--- src/rtl/time_set_ctrl.sv ---
// Alarm-clock core: time-of-day and alarm registers, button-driven set FSM, ring control.
// Optional snooze is built when the SNOOZE_EN macro is defined.
module time_set_ctrl #(
  parameter int SEC_MAX     = 60,
  parameter int RING_SECS   = 60,
  parameter int SNOOZE_SECS = 300,
  parameter int AL_H_RST    = 6
) (
  input  logic       clk,
  input  logic       rst,
  input  logic       sec_tick,
  input  logic       mode_btn,
  input  logic       inc_btn,
  input  logic       alarm_en,
  output logic [4:0] H,
  output logic [5:0] M,
  output logic [5:0] S,
  output logic [4:0] AH,
  output logic [5:0] AM,
  output logic [2:0] state,
  output logic       blink,
  output logic       ring
);
  localparam int RCW = $clog2(RING_SECS + 1);

  typedef enum logic [2:0] {
    RUN    = 3'd0,
    SET_H  = 3'd1,
    SET_M  = 3'd2,
    SET_AH = 3'd3,
    SET_AM = 3'd4
  } state_t;

  state_t         state_q, state_d;
  logic           mode_q, inc_q;
  logic           mode_press, inc_press;
  logic           s_wrap, m_wrap, run_tick, leave_set_m, alarm_hit;
  logic [5:0]     s_n, m_n;
  logic [4:0]     h_n;
  logic [RCW-1:0] ring_cnt;

  if (SEC_MAX < 2 || SEC_MAX > 64 || RING_SECS < 1 || SNOOZE_SECS < 1 ||
      AL_H_RST < 0 || AL_H_RST > 23) begin : g_param_check
    $error("time_set_ctrl: illegal parameter value");
  end

  assign mode_press  = mode_btn & ~mode_q;
  assign inc_press   = inc_btn & ~inc_q;
  assign run_tick    = sec_tick && (state_q == RUN);
  assign leave_set_m = mode_press && (state_q == SET_M);

  // Time the running clock would show after this tick; also feeds the alarm compare.
  assign s_wrap = (S == 6'(SEC_MAX - 1));
  assign m_wrap = (M == 6'd59);
  assign s_n    = s_wrap ? 6'd0 : S + 6'd1;
  assign m_n    = s_wrap ? (m_wrap ? 6'd0 : M + 6'd1) : M;
  assign h_n    = (s_wrap && m_wrap) ? ((H == 5'd23) ? 5'd0 : H + 5'd1) : H;

  assign alarm_hit = run_tick && alarm_en && (h_n == AH) && (m_n == AM) && (s_n == 6'd0);

  assign state = state_q;

  always_ff @(posedge clk or posedge rst) begin
    if (rst) state_q <= RUN;
    else     state_q <= state_d;
  end

  // NOTE: every always_comb output gets a default first so no path can infer a latch.
  always_comb begin
    state_d = state_q;
    if (mode_press) begin
      case (state_q)
        RUN:     state_d = SET_H;
        SET_H:   state_d = SET_M;
        SET_M:   state_d = SET_AH;
        SET_AH:  state_d = SET_AM;
        default: state_d = RUN;
      endcase
    end
  end

  // NOTE: sequential state uses non-blocking assignments so all registers update together.
  always_ff @(posedge clk or posedge rst) begin
    if (rst) begin
      mode_q <= 1'b0;
      inc_q  <= 1'b0;
      H      <= 5'd0;
      M      <= 6'd0;
      S      <= 6'd0;
      AH     <= 5'(AL_H_RST);
      AM     <= 6'd0;
      blink  <= 1'b0;
    end else begin
      mode_q <= mode_btn;
      inc_q  <= inc_btn;

      case (state_q)
        RUN: begin
          if (sec_tick) begin
            S <= s_n;
            M <= m_n;
            H <= h_n;
          end
        end
        SET_H:  if (inc_press && !mode_press) H <= (H == 5'd23) ? 5'd0 : H + 5'd1;
        SET_M: begin
          if (mode_press)     S <= 6'd0;
          else if (inc_press) M <= (M == 6'd59) ? 6'd0 : M + 6'd1;
        end
        SET_AH: if (inc_press && !mode_press) AH <= (AH == 5'd23) ? 5'd0 : AH + 5'd1;
        SET_AM: if (inc_press && !mode_press) AM <= (AM == 6'd59) ? 6'd0 : AM + 6'd1;
        default: ;
      endcase

      // A tick landing on the exit from SET_M is swallowed entirely.
      if (state_d == RUN)
        blink <= 1'b0;
      else if (sec_tick && (state_q != RUN) && !leave_set_m)
        blink <= ~blink;
    end
  end

`ifdef SNOOZE_EN
  localparam int SCW = $clog2(SNOOZE_SECS + 1);
  logic [SCW-1:0] snooze_cnt;
  logic           snooze_pend;

  always_ff @(posedge clk or posedge rst) begin
    if (rst) begin
      ring        <= 1'b0;
      ring_cnt    <= '0;
      snooze_cnt  <= '0;
      snooze_pend <= 1'b0;
    end else if (mode_press || !alarm_en) begin
      ring        <= 1'b0;
      ring_cnt    <= '0;
      snooze_cnt  <= '0;
      snooze_pend <= 1'b0;
    end else if (ring && inc_press) begin
      ring        <= 1'b0;
      ring_cnt    <= '0;
      snooze_cnt  <= SCW'(SNOOZE_SECS);
      snooze_pend <= 1'b1;
    end else if (alarm_hit) begin
      ring     <= 1'b1;
      ring_cnt <= RCW'(RING_SECS);
    end else begin
      if (ring && sec_tick) begin
        if (ring_cnt == RCW'(1)) ring <= 1'b0;
        ring_cnt <= ring_cnt - RCW'(1);
      end
      if (snooze_pend && run_tick) begin
        if (snooze_cnt == SCW'(1)) begin
          snooze_pend <= 1'b0;
          ring        <= 1'b1;
          ring_cnt    <= RCW'(RING_SECS);
        end
        snooze_cnt <= snooze_cnt - SCW'(1);
      end
    end
  end
`else
  always_ff @(posedge clk or posedge rst) begin
    if (rst) begin
      ring     <= 1'b0;
      ring_cnt <= '0;
    end else if (mode_press || !alarm_en || (ring && inc_press)) begin
      ring     <= 1'b0;
      ring_cnt <= '0;
    end else if (alarm_hit) begin
      ring     <= 1'b1;
      ring_cnt <= RCW'(RING_SECS);
    end else if (ring && sec_tick) begin
      if (ring_cnt == RCW'(1)) ring <= 1'b0;
      ring_cnt <= ring_cnt - RCW'(1);
    end
  end
`endif

endmodule

--- config.mk ---
export PLATFORM = sky130hd
export DESIGN_NAME = time_set_ctrl
export DESIGN_NICKNAME = d
export VERILOG_FILES = /design/src/rtl/time_set_ctrl.sv
export SDC_FILE = /design/constraint.sdc
export NUM_CORES = 1
export LEC_CHECK = 0
export CAP_MARGIN = 40
export CORE_AREA = 2 2 97 99
export CTS_CLUSTER_DIAMETER = 50
export DETAILED_ROUTE_END_ITERATION = 7
export DIE_AREA = 0 0 99 101
export MAX_ROUTING_LAYER = met4
export PLACE_DENSITY = 0.59
export SETUP_SLACK_MARGIN = 0.2
export SLEW_MARGIN = 15
export SYNTH_ARGS = -nofsm -noshare
export SYNTH_HDL_FRONTEND = slang
export SYNTH_SLANG_ARGS = --single-unit
export TNS_END_PERCENT = 10
--- constraint.sdc ---
create_clock -name clk -period 3.1 [get_ports clk]
set_input_delay 0.465 -clock clk [delete_from_list [all_inputs] [get_ports clk]]
set_output_delay 0.465 -clock clk [all_outputs]
set_load 0.02 [all_outputs]
==> results of run 1 <==
==> through the flow <==
step,setup WS [ps],hold WS [ps]
finish,490,545
global route,237,565
CTS,372,547
detailed placement,380,530
global placement,454,523
floorplan,656,496
==> layout make-up <==
type                    count  area, um^2  area share
flip-flops and latches     41        1030       0.315
clock inverters             3        46.3      0.0142
clock buffers               5        68.8      0.0211
well taps                 111         139      0.0425
repair buffers             46         440       0.135
multi-input cells         227        1520       0.465
inverters                   6        22.5     0.00690
==> placed cells by master (no fill, tap or decap), types with 6 or more instances in the layout <==
cell type / count
nand3_1: 17
ha_1: 7
a21oi_1: 17
mux2_2: 6
nand2_1: 25
xor2_1: 8
nor2_1: 23
nor3_1: 9
buf_4: 8
clkdlybuf4s50_1: 38
dfrtp_1: 39
o21ai_0: 18
a31oi_1: 6
xnor2_1: 10
inv_1: 6
==> power groups by stage <==
stage / logic, W / registers, W / clock network [W]
6_report: 0.000986 / 0.000918 / 0.000448
5_1_grt: 0.00109 / 0.000953 / 0.000487
4_1_cts: 0.000996 / 0.000916 / 0.000465
3_5_place_dp: 0.000990 / 0.000926 / 0
3_3_place_gp: 0.000986 / 0.000920 / 0
2_1_floorplan: 0.000539 / 0.000971 / 0
==> flip-flops by register name, indices dropped and copies added, names as in the netlist <==
name and flops:
M 6, AH 5, mode_q 1, ring_cnt 6
blink 1, S 6, inc_q 1, ring 1
AM 6, H 5, state 3
==> what timing repair did <==
action	4_1_cts	5_1_grt
setup buffers	0	2
setup endpoints to repair	0	7
gates resized for setup	0	2
==> routing by layer <==
metal	global-route usage	up-vias	routed length (um)
met1	0.180	1098	3140
met3	0.0284	6	158
met4	0.0400	0	85
met2	0.226	34	3090
li1	-	1145	-
met5	-	-	0
==> worst paths after layout <==
path,start,endpoint,cells past startpoint
max,S[0]$_DFFE_PP0P_,ring_cnt[1]$_DFFE_PP0P_,8
min,AH[2]$_DFFE_PP1P_,AH[2]$_DFFE_PP1P_,1
max reg2reg,S[0]$_DFFE_PP0P_,ring_cnt[1]$_DFFE_PP0P_,8
min reg2reg,AH[2]$_DFFE_PP1P_,AH[2]$_DFFE_PP1P_,1
max in group asynchronous,rst,S[2]$_DFFE_PP0P_,3
min in group asynchronous,rst,S[0]$_DFFE_PP0P_,3
==> critical path, stage by stage, from the launching register on <==
cell     delay (ps)
dfrtp_1         430
ha_2            300
nand4_4         200
or2_0           390
nor4_1          390
o21ai_0         160
a21oi_1         180
nand4_2         220
nor3b_1         220
==> logic make-up (layout without fill, tap and decap cells) <==
kind of cell	after synthesis	count (layout)	synth area share
flip-flops	41	41	0.391
XOR/XNOR	18	18	0.0599
AND/OR/NAND/NOR	121	121	0.266
multiplexers	11	11	0.0447
buffers and inverters	22	60	0.0347
AO/OA/AOI/OAI	69	69	0.165
adder cells (fa/ha/maj)	8	8	0.0381
==> flow_summary.toml, run 1 <==
[setup_path]
path_max_fanout = 7
worstSetupEndpointType = "register"
cp.arrival_ps = 2790
criticalPathCategory = "reg -> reg"
startpoint_type = "register"
r2r_setup_slack_ps = 490
critPathRequiredTime_ps = 3280

[synthesis]
synth_most_common_cell = "dfrtp_1"
ys_seq_elements = 41
seq_area_frac_synth = 0.391
synth-edff-count = 0
ys_types = 51
yosysWarnings = 0
async_flop_share = 1.00
syn-instance-count = 290
yosys.area.top_type_share = 0.371
synth_area_um2 = 2630
yosys_most_used_dff = "dfrtp_1"
synthTopCellsByArea = "dfrtp_1 (37%), ha_1 (3.8%), nand2_1 (3.6%), o21ai_0 (3.4%), xnor2_1 (3.3%)"
synthTopCellsByCount = "dfrtp_1 (39), nand2_1 (25), nor2_1 (23), o21ai_0 (18)"
syn-num-nets = 304
synth_area_leader_cell = "dfrtp_1"
avgSynthCellArea_um2 = 9.07

[power_and_ir_drop]
p_switching_w = 0.000969
vdd.ir_drop.worst_mv = 0.409
p_clk_frac = 0.191
p_int_w = 0.00138
p_leak_nw = 1.29
p_per_area_nw_per_um2 = 720
p_comb_frac = 0.419
pwr-share-seq = 0.390
fin_total_pwr_w = 0.00235
p_sw_frac = 0.412

[sta]
worst_slew_pin_slew_ps = 619
fin_skew_ps = 8.74
fin_crit_ps = 2610
hold_violations = 0
setup_violations = 0
max_clock_freq_mhz = 383
worst_slew_margin_rel = 0.587
min_period_over_period = 0.842
final_max_slew_viol_count = 0
setup_tns_ps = 0
rsz0062_at_grt = "no"

[detailed_routing]
wire_per_inst_um = 14.8
drc = 0
antenna_left = 0
drt_iter0_drc = 151
vias = 2283
via_per_inst = 5.20
wl_um = 6480
drtPass1Iterations = 4

[final_layout]
nNetsFinal = 341
stdcell_area_um2 = 3260
final_util = 0.364
drive_above_1_share = 0.107
layoutNonFillerInstCount = 439
area_delta_synth_final_pct = 24.1
diodes = 0
fillers = 894

[global_route]
grt_max_degree = 42
track_usage = 0.140
grt_pass1_wl_um = 10900
grt_pass1_vias = 2223
antenna_found_initial = 0
overflow = 0

[placement]
dp_hpwl_um = 4780
port_buffers = 38
place.gp.congestion = 0.821
place_area_um2 = 3130
placed_cells = 429

[clock_tree]
clock-sinks = 41
h-tree-depth = 2
clk_pin_slew_worst_paths_ps = 90
hold_buffers = 0
clock_path_buffers = 2
clkLatencyLatePin_ps = 300
cts_tree = "done"
cts_buffers = 5
cts_root_buffer = "clkbuf_8"

[job]
maxCapViolCount = 0

[floorplanning]
initial_utilization = 0.293
num_rows = 35
ios = 39
dieWidth_um = 99
die_h_um = 101
core_um2 = 8980
fp.dieArea_um2 = 10000

[worst_hold_path]
hold_path.class = "reg -> reg"

[run_status]
status = "finished clean"
Power figures use the tool's default switching activity.
==> run 2: changes to the inputs <==
- clock period: 3.1 -> 2.7 ns (I/O delays scaled with it)
==> flow_summary.toml, run 2 (same netlist as run 1, synthesis figures left out) <==
[run_status]
status = "finished clean"

[final_layout]
diodes = 0
multi_input_area_um2 = 1570
area_delta_synth_final_pct = 30.2
layoutNonFillerInstCount = 454
fillers = 885
seq_area_um2 = 1030
final_cell_mix = "clkdlybuf4s50_1 (38), dfrtp_1 (35), nand2_1 (25)"
drive_above_1_share = 0.175
layout_commonest_cell = "clkdlybuf4s50_1"
nNetsFinal = 356

[sta]
max_clock_freq_mhz = 415
setup_ws_ps = 292
min_period_over_period = 0.892
setup_violations = 0
hold_violations = 0
fin_skew_ps = 9.35
rsz0062_at_grt = "yes"
final_max_slew_viol_count = 0
fin_crit_ps = 2410
setup_tns_ps = 0
worst_slew_margin_rel = 0.624
worst_slew_pin_slew_ps = 562

[global_route]
grt_pass1_vias = 2293
antenna_found_initial = 0
track_usage = 0.144
grt_pass1_wl_um = 11200
grt_max_degree = 42
overflow = 0

[clock_tree]
clkLatencyLatePin_ps = 300
clk_pin_slew_worst_paths_ps = 80
h-tree-depth = 2
cts_tree = "done"
cts_root_buffer = "clkbuf_8"
clock-sinks = 41
cts_buffers = 5
clock_path_buffers = 2
hold_buffers = 0

[floorplanning]
fp.dieArea_um2 = 10000
dieWidth_um = 99
initial_utilization = 0.293
ios = 39
core_um2 = 8980
die_h_um = 101
num_rows = 35

[setup_path]
crit_chain = "ha_2 > buf_4 > and4_4 > a2111oi_4 > a21oi_1 > xnor2_1 > nor4_2 > nand4_2 > nor3b_2"
path_max_fanout = 7
worstSetupEndpointType = "register"
slowest_delay_ps = 390
slowest_stage = "dfrtp_1"
criticalPathCategory = "reg -> reg"
cp.arrival_ps = 2590
startpoint_type = "register"
critPathRequiredTime_ps = 2880

[detailed_routing]
wl_um = 6810
drc = 0
via_per_inst = 5.26
wire_per_inst_um = 15.0
vias = 2390
antenna_left = 0
drtPass1Iterations = 4
drt_iter0_drc = 158

[job]
maxCapViolCount = 0

[worst_hold_path]
hold_path.class = "in -> async"

[power_and_ir_drop]
p_leak_nw = 1.37
vdd.ir_drop.worst_mv = 0.436
p_per_area_nw_per_um2 = 828

[placement]
placed_cells = 439
port_buffers = 38
place.gp.congestion = 0.832
dp_slack_ps = 53.8
dp_hpwl_um = 5090
run 2: changes by cell type in the layout (fill, tap and decap cells not counted), sizes merged:
cell      previous run  this run
buf                  8        23
clkbuf               5         6
clkinvlp             1         0
run 2: worst paths after layout:
path | end | depth (start not counted) | slack [ps] | start
min in group clk | AH[2]$_DFFE_PP1P_ | 1 | 540 | AH[2]$_DFFE_PP1P_
setup / recovery | ring_cnt[1]$_DFFE_PP0P_ | 9 | 290 | M[0]$_DFFE_PP0P_
setup reg to reg | ring_cnt[1]$_DFFE_PP0P_ | 9 | 290 | M[0]$_DFFE_PP0P_
max in group asynchronous | M[5]$_DFFE_PP0P_ | 3 | 1760 | rst
hold / removal | ring_cnt[2]$_DFFE_PP0P_ | 3 | 540 | rst
hold reg to reg | AH[2]$_DFFE_PP1P_ | 1 | 540 | AH[2]$_DFFE_PP1P_
run 2: repair_timing:
action | 4_1_cts | 5_1_grt
buffers inserted | 1 | 6
pin swaps | 1 | 6
resized for setup | 2 | 16
setup endpoints to repair | 7 | 9
hold endpoints to repair | 0 | 0
run 2: worst max-delay path: cells and delay by family, from the launching register on:
kind / cells / cell delay [ps]
buf+inv: 1 / 150
simple gates: 4 / 1000
xor+xnor: 1 / 150
fa+ha+maj: 1 / 190
flops: 1 / 390
compound gates: 2 / 420
run 2: area by class of cell:
cell class | count | area share
Multi-Input combinational cell | 227 | 0.458
Inverter | 6 | 0.00658
Clock buffer | 6 | 0.0212
Sequential cell | 41 | 0.302
Tap cell | 111 | 0.0406
Timing Repair Buffer | 61 | 0.161
Clock inverter | 2 | 0.0102
run 2: metrics by stage:
stage / power [W] / area [um^2] / utilization / hold slack [ps]
floorplan: 0.00173 / 2630 / - / 436
global placement: 0.00227 / 3200 / 0.357 / 521
detailed placement: 0.00229 / 3200 / 0.357 / 525
CTS: 0.00280 / 3320 / 0.370 / 538
global route: 0.00303 / 3420 / 0.381 / 551
finish: 0.00284 / 3420 / 0.381 / 536
run 2: routing by layer:
metal	wire, um	up-vias	GRT usage	part of all wire
met5	0	-	-	0
met4	136	0	0.0580	0.020
met3	208	11	0.0270	0.031
met2	3280	58	0.226	0.48
met1	3190	1151	0.184	0.47
li1	-	1170	-	-
run 2: where the power goes:
group          switching [W]  internal [W]  total [W]
Clock               0.000218      0.000275   0.000492
Combinational       0.000666      0.000641    0.00131
Sequential          0.000276      0.000761    0.00104
Total                0.00116       0.00168    0.00284
==> run 3: changes to the inputs <==
- SKIP_LAST_GASP: not set -> 1
==> results of run 3 <==
The final DEF is identical to that of run 2; final timing and power are the same.
